**src/rtl/instr_feeder.sv**
```systemverilog
// instr_feeder
//   Program-side source for the processor Din bus. A host loads a sequence of
//   8-bit words, each tagged with the 3-bit control-unit state in which the
//   processor consumes it. During playback the current word is presented on
//   din with zero latency. The pointer advances on the edge where proc_state
//   matches the tag of the current entry, which is the edge where the
//   processor latches din.
//
//   Optional build macro: FEEDER_LOOP_EN. When it is defined, playback wraps
//   to entry 0 after the last entry and stays in RUN until abort or clear.
//
// Ports
//   clk, rst              rising-edge clock; asynchronous active-high reset
//   wr_en/wr_data/wr_state  load one {state,data} entry at index count
//   start/abort/clear     single-cycle control pulses
//                         (priority clear > abort > start)
//   proc_state            processor control-unit state
//   din                   word for the processor (combinational from state/ptr)
//   running, done         registered FSM status
//   count                 number of loaded entries, saturates at DEPTH
//   wr_err                sticky error for dropped writes
module instr_feeder #(
    parameter int          DEPTH     = 16,
    parameter int          AW        = 4,
    parameter logic [7:0]  IDLE_WORD = 8'h00
) (
    input  logic          clk,
    input  logic          rst,
    input  logic          wr_en,
    input  logic [7:0]    wr_data,
    input  logic [2:0]    wr_state,
    input  logic          start,
    input  logic          abort,
    input  logic          clear,
    input  logic [2:0]    proc_state,
    output logic [7:0]    din,
    output logic          running,
    output logic          done,
    output logic [AW:0]   count,
    output logic          wr_err
);

    typedef enum logic [1:0] {S_IDLE, S_RUN, S_DONE} state_t;

    localparam logic [AW:0] ONE  = (AW+1)'(1);
    localparam logic [AW:0] FULL = (AW+1)'(DEPTH);

    state_t       state;
    logic [AW:0]  ptr;          // one bit wider: parks at count (up to DEPTH) in DONE
    logic [10:0]  mem [DEPTH];  // {state[2:0], data[7:0]}

    logic         loading;
    logic         wr_ok;
    logic         wr_bad;
    logic [AW:0]  count_nx;
    logic [AW-1:0] ptr_idx;
    logic [10:0]  cur;
    logic         consume;
    logic         last;

    assign loading  = (state != S_RUN);
    // clear swallows a same-cycle write without flagging an error
    assign wr_ok    = wr_en && !clear && loading && (count != FULL);
    assign wr_bad   = wr_en && !clear && (!loading || (count == FULL));
    // a write landing together with start is counted by the playback decision
    assign count_nx = wr_ok ? count + ONE : count;

    assign ptr_idx  = ptr[AW-1:0];
    assign cur      = mem[ptr_idx];
    assign consume  = (state == S_RUN) && (proc_state == cur[10:8]);
    assign last     = (ptr == count - ONE);

    // Only the RUN state reads the buffer, and there ptr < count <= DEPTH.
    assign din = (state == S_RUN) ? cur[7:0] : IDLE_WORD;

    // Buffer storage has no reset; its contents are meaningless until loaded.
    always_ff @(posedge clk) begin
        if (wr_ok)
            mem[count[AW-1:0]] <= {wr_state, wr_data};
    end

    always_ff @(posedge clk or posedge rst) begin
        if (rst) begin
            state   <= S_IDLE;
            ptr     <= '0;
            count   <= '0;
            wr_err  <= 1'b0;
            running <= 1'b0;
            done    <= 1'b0;
        end else if (clear) begin
            state   <= S_IDLE;
            ptr     <= '0;
            count   <= '0;
            wr_err  <= 1'b0;
            running <= 1'b0;
            done    <= 1'b0;
        end else begin
            count <= count_nx;
            if (wr_bad)
                wr_err <= 1'b1;

            if (abort) begin
                state   <= S_IDLE;
                ptr     <= '0;
                running <= 1'b0;
                done    <= 1'b0;
            end else if (start && state != S_RUN) begin
                ptr <= '0;
                if (count_nx == '0) begin
                    state   <= S_DONE;
                    running <= 1'b0;
                    done    <= 1'b1;
                end else begin
                    state   <= S_RUN;
                    running <= 1'b1;
                    done    <= 1'b0;
                end
            end else if (consume) begin
                if (last) begin
`ifdef FEEDER_LOOP_EN
                    ptr <= '0;
`else
                    ptr     <= count;
                    state   <= S_DONE;
                    running <= 1'b0;
                    done    <= 1'b1;
`endif
                end else begin
                    ptr <= ptr + ONE;
                end
            end
        end
    end

endmodule

```
**config.mk**
```make
export PLATFORM = sky130hd
export DESIGN_NAME = instr_feeder
export DESIGN_NICKNAME = d
export VERILOG_FILES = /design/src/rtl/instr_feeder.sv
export SDC_FILE = /design/constraint.sdc
export NUM_CORES = 1
export LEC_CHECK = 0
export ABC_AREA = 1
export CAP_MARGIN = 20
export CORE_ASPECT_RATIO = 1.5
export CORE_MARGIN = 2
export CORE_UTILIZATION = 35
export DETAILED_ROUTE_END_ITERATION = 7
export GPL_TIMING_DRIVEN = 1
export PLACE_DENSITY = 0.5
export SYNTH_ARGS = -nofsm -noshare
export SYNTH_HDL_FRONTEND = slang
export SYNTH_SLANG_ARGS = --single-unit
export TNS_END_PERCENT = 5
```
**constraint.sdc**
```tcl
create_clock -name clk -period 6 [get_ports clk]
set_clock_uncertainty 0.1 [all_clocks]
set_input_delay 0.9 -clock clk [delete_from_list [all_inputs] [get_ports clk]]
set_output_delay 0.9 -clock clk [all_outputs]
set_load 0.02 [all_outputs]
```
# == Yosys cells after proc, flatten, opt, wreduce, memory -nomap -nowiden ==
# Memories as Yosys holds them, arrays and structs flattened.
# Index checks and enable logic that the tools add are counted.
# totals
input_bits,20
ff_bits,15
rom_bits,0
mem_count,1
latch_bits,0
elab_cells,60
out_inout_bits,16
ram_bits,176
# op_classes
muxes,30
n_addsub,3
eq_ne,6
n_reduce_logical,14
magnitude_cmp,0
n_shift,0
n_div,0
multipliers,0
bitwise_logic,0
# mem_list
name,words,width,read_ports,rd_ports_with_merged_regs,wr,line_no,source
mem,16,11,1,0,1,50,logic [10:0] mem [DEPTH];
# ops
operator,count
5-bit two-way mux,7
1-bit two-way mux,16
2-bit two-way mux,6
"5-bit by 1-bit adder with 5-bit output, second input constant",2
8-bit two-way mux,1
4-bit nonzero test,2
1-bit logical AND,6
5-bit equality test,1
"5-bit equality test, second input constant",1
5-bit logical NOT,1
"5-bit inequality test, second input constant",1
"5-bit by 1-bit subtractor with 5-bit output, second input constant",1
3-bit equality test,1
"2-bit by 1-bit equality test with 1-bit output, second input constant",1
1-bit logical NOT,2
"2-bit by 1-bit inequality test with 1-bit output, second input constant",1
2-bit AND reduction,1
2-bit nonzero test,1
1-bit logical OR,1

# == Longest topological paths before layout ==
# depth
word_depth,10
depth_mapped,16
mapped_depth_nobuf,15

# == Worst setup path before layout ==
# No wires, ideal clock.
# synth_timing
path_kind,register to output
startpoint,reg ptr[0]
endpoint,out din[0]
path_slack_ns,3.253
stages_incl_launch_ff,9
path_buffers,3
arrival_ns,1.747
required_time_ns,5.000
path_cell_list,dfrtp_1 -> inv_2 -> buf_2 -> buf_2 -> clkbuf_1 -> o21ai_0 -> o22ai_1 -> nand2_1 -> a31oi_1
# synth_between
elab_chain_len,2
# synth_rtl
element,line_no,source
"start, declared",49,logic [AW:0] ptr;
"start signal, assigned",123,ptr <= count;
"start signal, assigned",129,ptr <= ptr + ONE;
memory 16 x 11 bit,--,
8-bit two-way mux,74,assign din = (state == S_RUN) ? cur[7:0] : IDLE_WORD;
"end, declared",36,"output logic [7:0] din,"
# No other way between the ends.

# == Worst setup path after layout ==
# layout_timing
startpoint,reg ptr[1]
endpoint,out din[0]
# Same word-level chain as after synthesis.

==> metrics.md <==
| Metric | Value |
|---|---|
| Final setup viols | `0` |
| CTS Buf Count | `17` |
| WS Path Type | `reg2out` |
| Fillers | `2142` |
| Synth area leader | `edfxtp_1` |
| RSZ-0062 raised after global routing | `no` |
| Core area | `22900 sq um` |
| Switching pwr | `0.000599 W` |
| Number of global-route vias before repair | `5239` |
| Yosys cell types | `30` |
| Relative slew margins | `0.278` |
| Worst Max-Slew Pin Slew | `1.08 ns` |
| First-pass GRT wire length | `31200 um` |
| # clock sinks | `189` |
| Status | `completed` |
| Clk pwr share | `0.419` |
| Fraction of registers with async set or reset after synthesis | `0.0688` |
| Antenna-violating nets left | `0` |
| Antenna violations before repair | `0` |
| Synth cell count leaders | `edfxtp_1 (176), nand2_1 (130), nor2_1 (103), o21ai_0 (65), inv_1 (59)` |
| Clk buf depth | `2` |
| Post-Synthesis Cells | `724` |
| Sequential share of power | `0.544` |
| Cell with the most instances after synthesis | `edfxtp_1` |
| Placer Congestion | `0.784` |
| Setup TNS | `0 ns` |
| H-tree depth | `4` |
| Crit path arrival time | `3.29 ns` |
| IO Count | `36` |
| Routed wire length | `20700 um` |
| Ys flop type | `edfxtp_1` |
| Highest routed layer | `met4` |
| Critical R2R Capture | `ptr[2]` |
| DR iter-0 viols | `353` |
| # rows | `68` |
| FMAX | `233 MHz` |
| Reg-to-reg slack, setup | `3.22 ns` |
| Final min period | `4.29 ns` |
| Die area | `24400 sq um` |
| Family with the most delay on the worst path | `buffers and inverters` |
| Slowest stage delay, CP | `0.69 ns` |
| Fin. max-slew vios | `0` |
| Mapped cell area | `8110 sq um` |
| DRC | `0` |
| Area delta synth->final | `15.1%` |
| Die Y | `190 um` |
| Vias per Instance | `5.08` |
| Max-Cap Viols | `0` |
| Pre-antenna DRT Iters | `5` |
| Layout net count | `781` |
| Placed cells | `1017` |
| Int Power | `0.00207 W` |
| Final hold violations | `0` |
| Crit-path max FO | `48` |
| Source of the critical timing path | `ptr[1]` |
| Worst min-delay path category | `reg2reg` |
| Reg clk slew, reported paths | `0.07 ns` |
| Synth area leaders | `edfxtp_1 (65%), nand2_1 (6.0%), nor2_1 (4.8%), dfrtp_1 (4.0%), o21ai_0 (4.0%)` |
| Congestion Overflow GR | `0` |
| WP data required | `5.00 ns` |
| Die width | `128 um` |
| Post-Route M1 WL | `8640 um` |
| Post-DP HPWL | `12200 um` |
| Pwr Density | `287 nW/um^2` |
| Crit. End Element | `primary output` |
| Worst setup SP type | `register` |
| Reg-to-reg critical path startpoint | `ptr[2]` |
| Synthesis-stage register bit count | `189` |
| CTS root buf | `clkbuf_16` |
| Sequential share of the synthesized area | `0.692` |
| Port Buffers | `35` |
| CTS tree | `built` |
| Initial core utilization | `0.354` |
| WP depth | `7` |
| Fraction of layout cells with a size suffix above 1 | `0.0897` |
| EDFF count, synth | `176` |
| Post-CTS Hold Buffers | `0` |
| # Post-CTS Setup Buffers | `0` |
| Switching portion of total power | `0.224` |
| Syn avg cell area | `11.2 sq um` |
| Post-route insts no fill | `1049` |
| Diodes inserted | `0` |
| Total track usage | `0.175` |
| WP buf/inv | `3` |
| Via Count | `5332` |
| FF-to-FF path depth | `12` |
| Post-DR wirelength/cell | `19.8 um` |
| Worst-skew pair later-pin latency | `0.43 ns` |
| CP Cell Sequence | `buf_4 -> inv_2 -> o21ai_0 -> o221ai_1 -> nand3_1 -> a31oi_1 -> clkdlybuf4s50_1` |
| Critical-path top delay cell | `inv_2` |
| Tcrit/Tclk final | `0.714` |
| Largest net degree at the start of global routing | `94` |
| Warnings from Yosys | `0` |
| Post-cts gate resize count | `0` |
| Critical Path End | `din[0]` |
| DR WL met3 | `829 um` |
| Peak supply drop | `0.000184 V` |
| Met2 WL | `10600 um` |
| Mapped Nets | `749` |
| Area share of the largest cell type after synthesis | `0.652` |
| Combinational Power Share | `0.037` |
| Leak | `3.40 nW` |
metal layers:
| layer | track usage | vias to the layer above |
|---|---|---|
| met5 | 0 | - |
| met4 | 0.0710 | 0 |
| met3 | 0.0309 | 28 |
| met2 | 0.303 | 116 |
| met1 | 0.216 | 2615 |
| li1 | - | 2573 |
placed cells by master (no fill, tap or decap), types with 4 or more instances in the layout:
master,count
edfxtp_1,176
nand2_1,130
nor2_1,96
o21ai_0,65
inv_1,59
nand3_1,53
clkdlybuf4s50_1,35
o22ai_1,17
clkbuf_16,17
o221ai_1,15
buf_4,13
dfrtp_1,12
inv_2,9
nor2_2,9
a31oi_1,8
a21oi_1,6
xor2_1,5
ha_1,5
o21ai_1,4
xnor2_1,4
nor3_1,4
clkinv_4,4
worst reg2reg max path, stage by stage, from the launching register on:
cell     delay, ns
dfrtp_1       0.92
nand2_1       0.10
inv_1         0.54
nand2_1       0.17
nand2_1       0.12
inv_1         0.07
nand3_1       0.08
nand2_1       0.07
nor2_2        0.14
nand2_2       0.12
nand2_4       0.11
nand2_1       0.05
o21ai_1       0.08
through the flow:
| step | cell area, sq um | util | power, W | setup slack (ns) | hold WS [ns] |
|---|---|---|---|---|---|
| after CTS | 9330 | 0.408 | 0.00270 | 1.67 | 0.416 |
| after global placement | 8750 | 0.382 | 0.00158 | 2.23 | 0.376 |
| after floorplan | 8110 | - | 0.00153 | 3.25 | 0.438 |
| after global routing | 9330 | 0.408 | 0.00275 | 1.51 | 0.475 |
| after detailed placement | 8750 | 0.382 | 0.00159 | 2.15 | 0.398 |
| final | 9330 | 0.408 | 0.00267 | 1.71 | 0.404 |
worst min path at each step:
stage | start | endpoint | slack (ns) | depth (start not counted)
after floorplan | ptr[4] | ptr[4] | 0.44 | 2
after global placement | wr_err | wr_err | 0.38 | 2
after detailed placement | wr_err | wr_err | 0.40 | 2
after CTS | wr_err | wr_err | 0.42 | 2
after global routing | wr_err | wr_err | 0.47 | 2
final | wr_err | wr_err | 0.40 | 2
layout make-up:
cell class                      count  area, sq um  area share
Clock buffer                       18          429      0.0460
Inverter                           68          255      0.0274
Multi-Input combinational cell    432         2080       0.223
Tap cell                          280          350      0.0376
Clock inverter                     14          153      0.0164
Sequential cell                   189         5610       0.602
Timing Repair Buffer               48          448      0.0480
state kept, by name (all words and copies together), names as in the netlist:
signal	count
count	5
done	1
mem	176
wr_err	1
ptr	5
state	1
kinds of logic after synthesis:
family | Yosys count | share of synthesized area
simple gates | 302 | 0.154
fa+ha+maj | 5 | 0.00772
compound gates | 116 | 0.0827
flops | 189 | 0.692
xor+xnor | 9 | 0.00972
buf+inv | 103 | 0.0534
power groups by stage:
| stage | sequential, W | combinational, W | clock, W |
|---|---|---|---|
| 2_1_floorplan | 0.00149 | 0.0000456 | 0 |
| 3_5_place_dp | 0.00148 | 0.000101 | 0 |
| 5_1_grt | 0.00146 | 0.000111 | 0.00119 |
| 6_report | 0.00145 | 0.0000999 | 0.00112 |
| 3_3_place_gp | 0.00148 | 0.000100 | 0 |
| 4_1_cts | 0.00145 | 0.000102 | 0.00114 |
(Power assumes the default switching activity.)
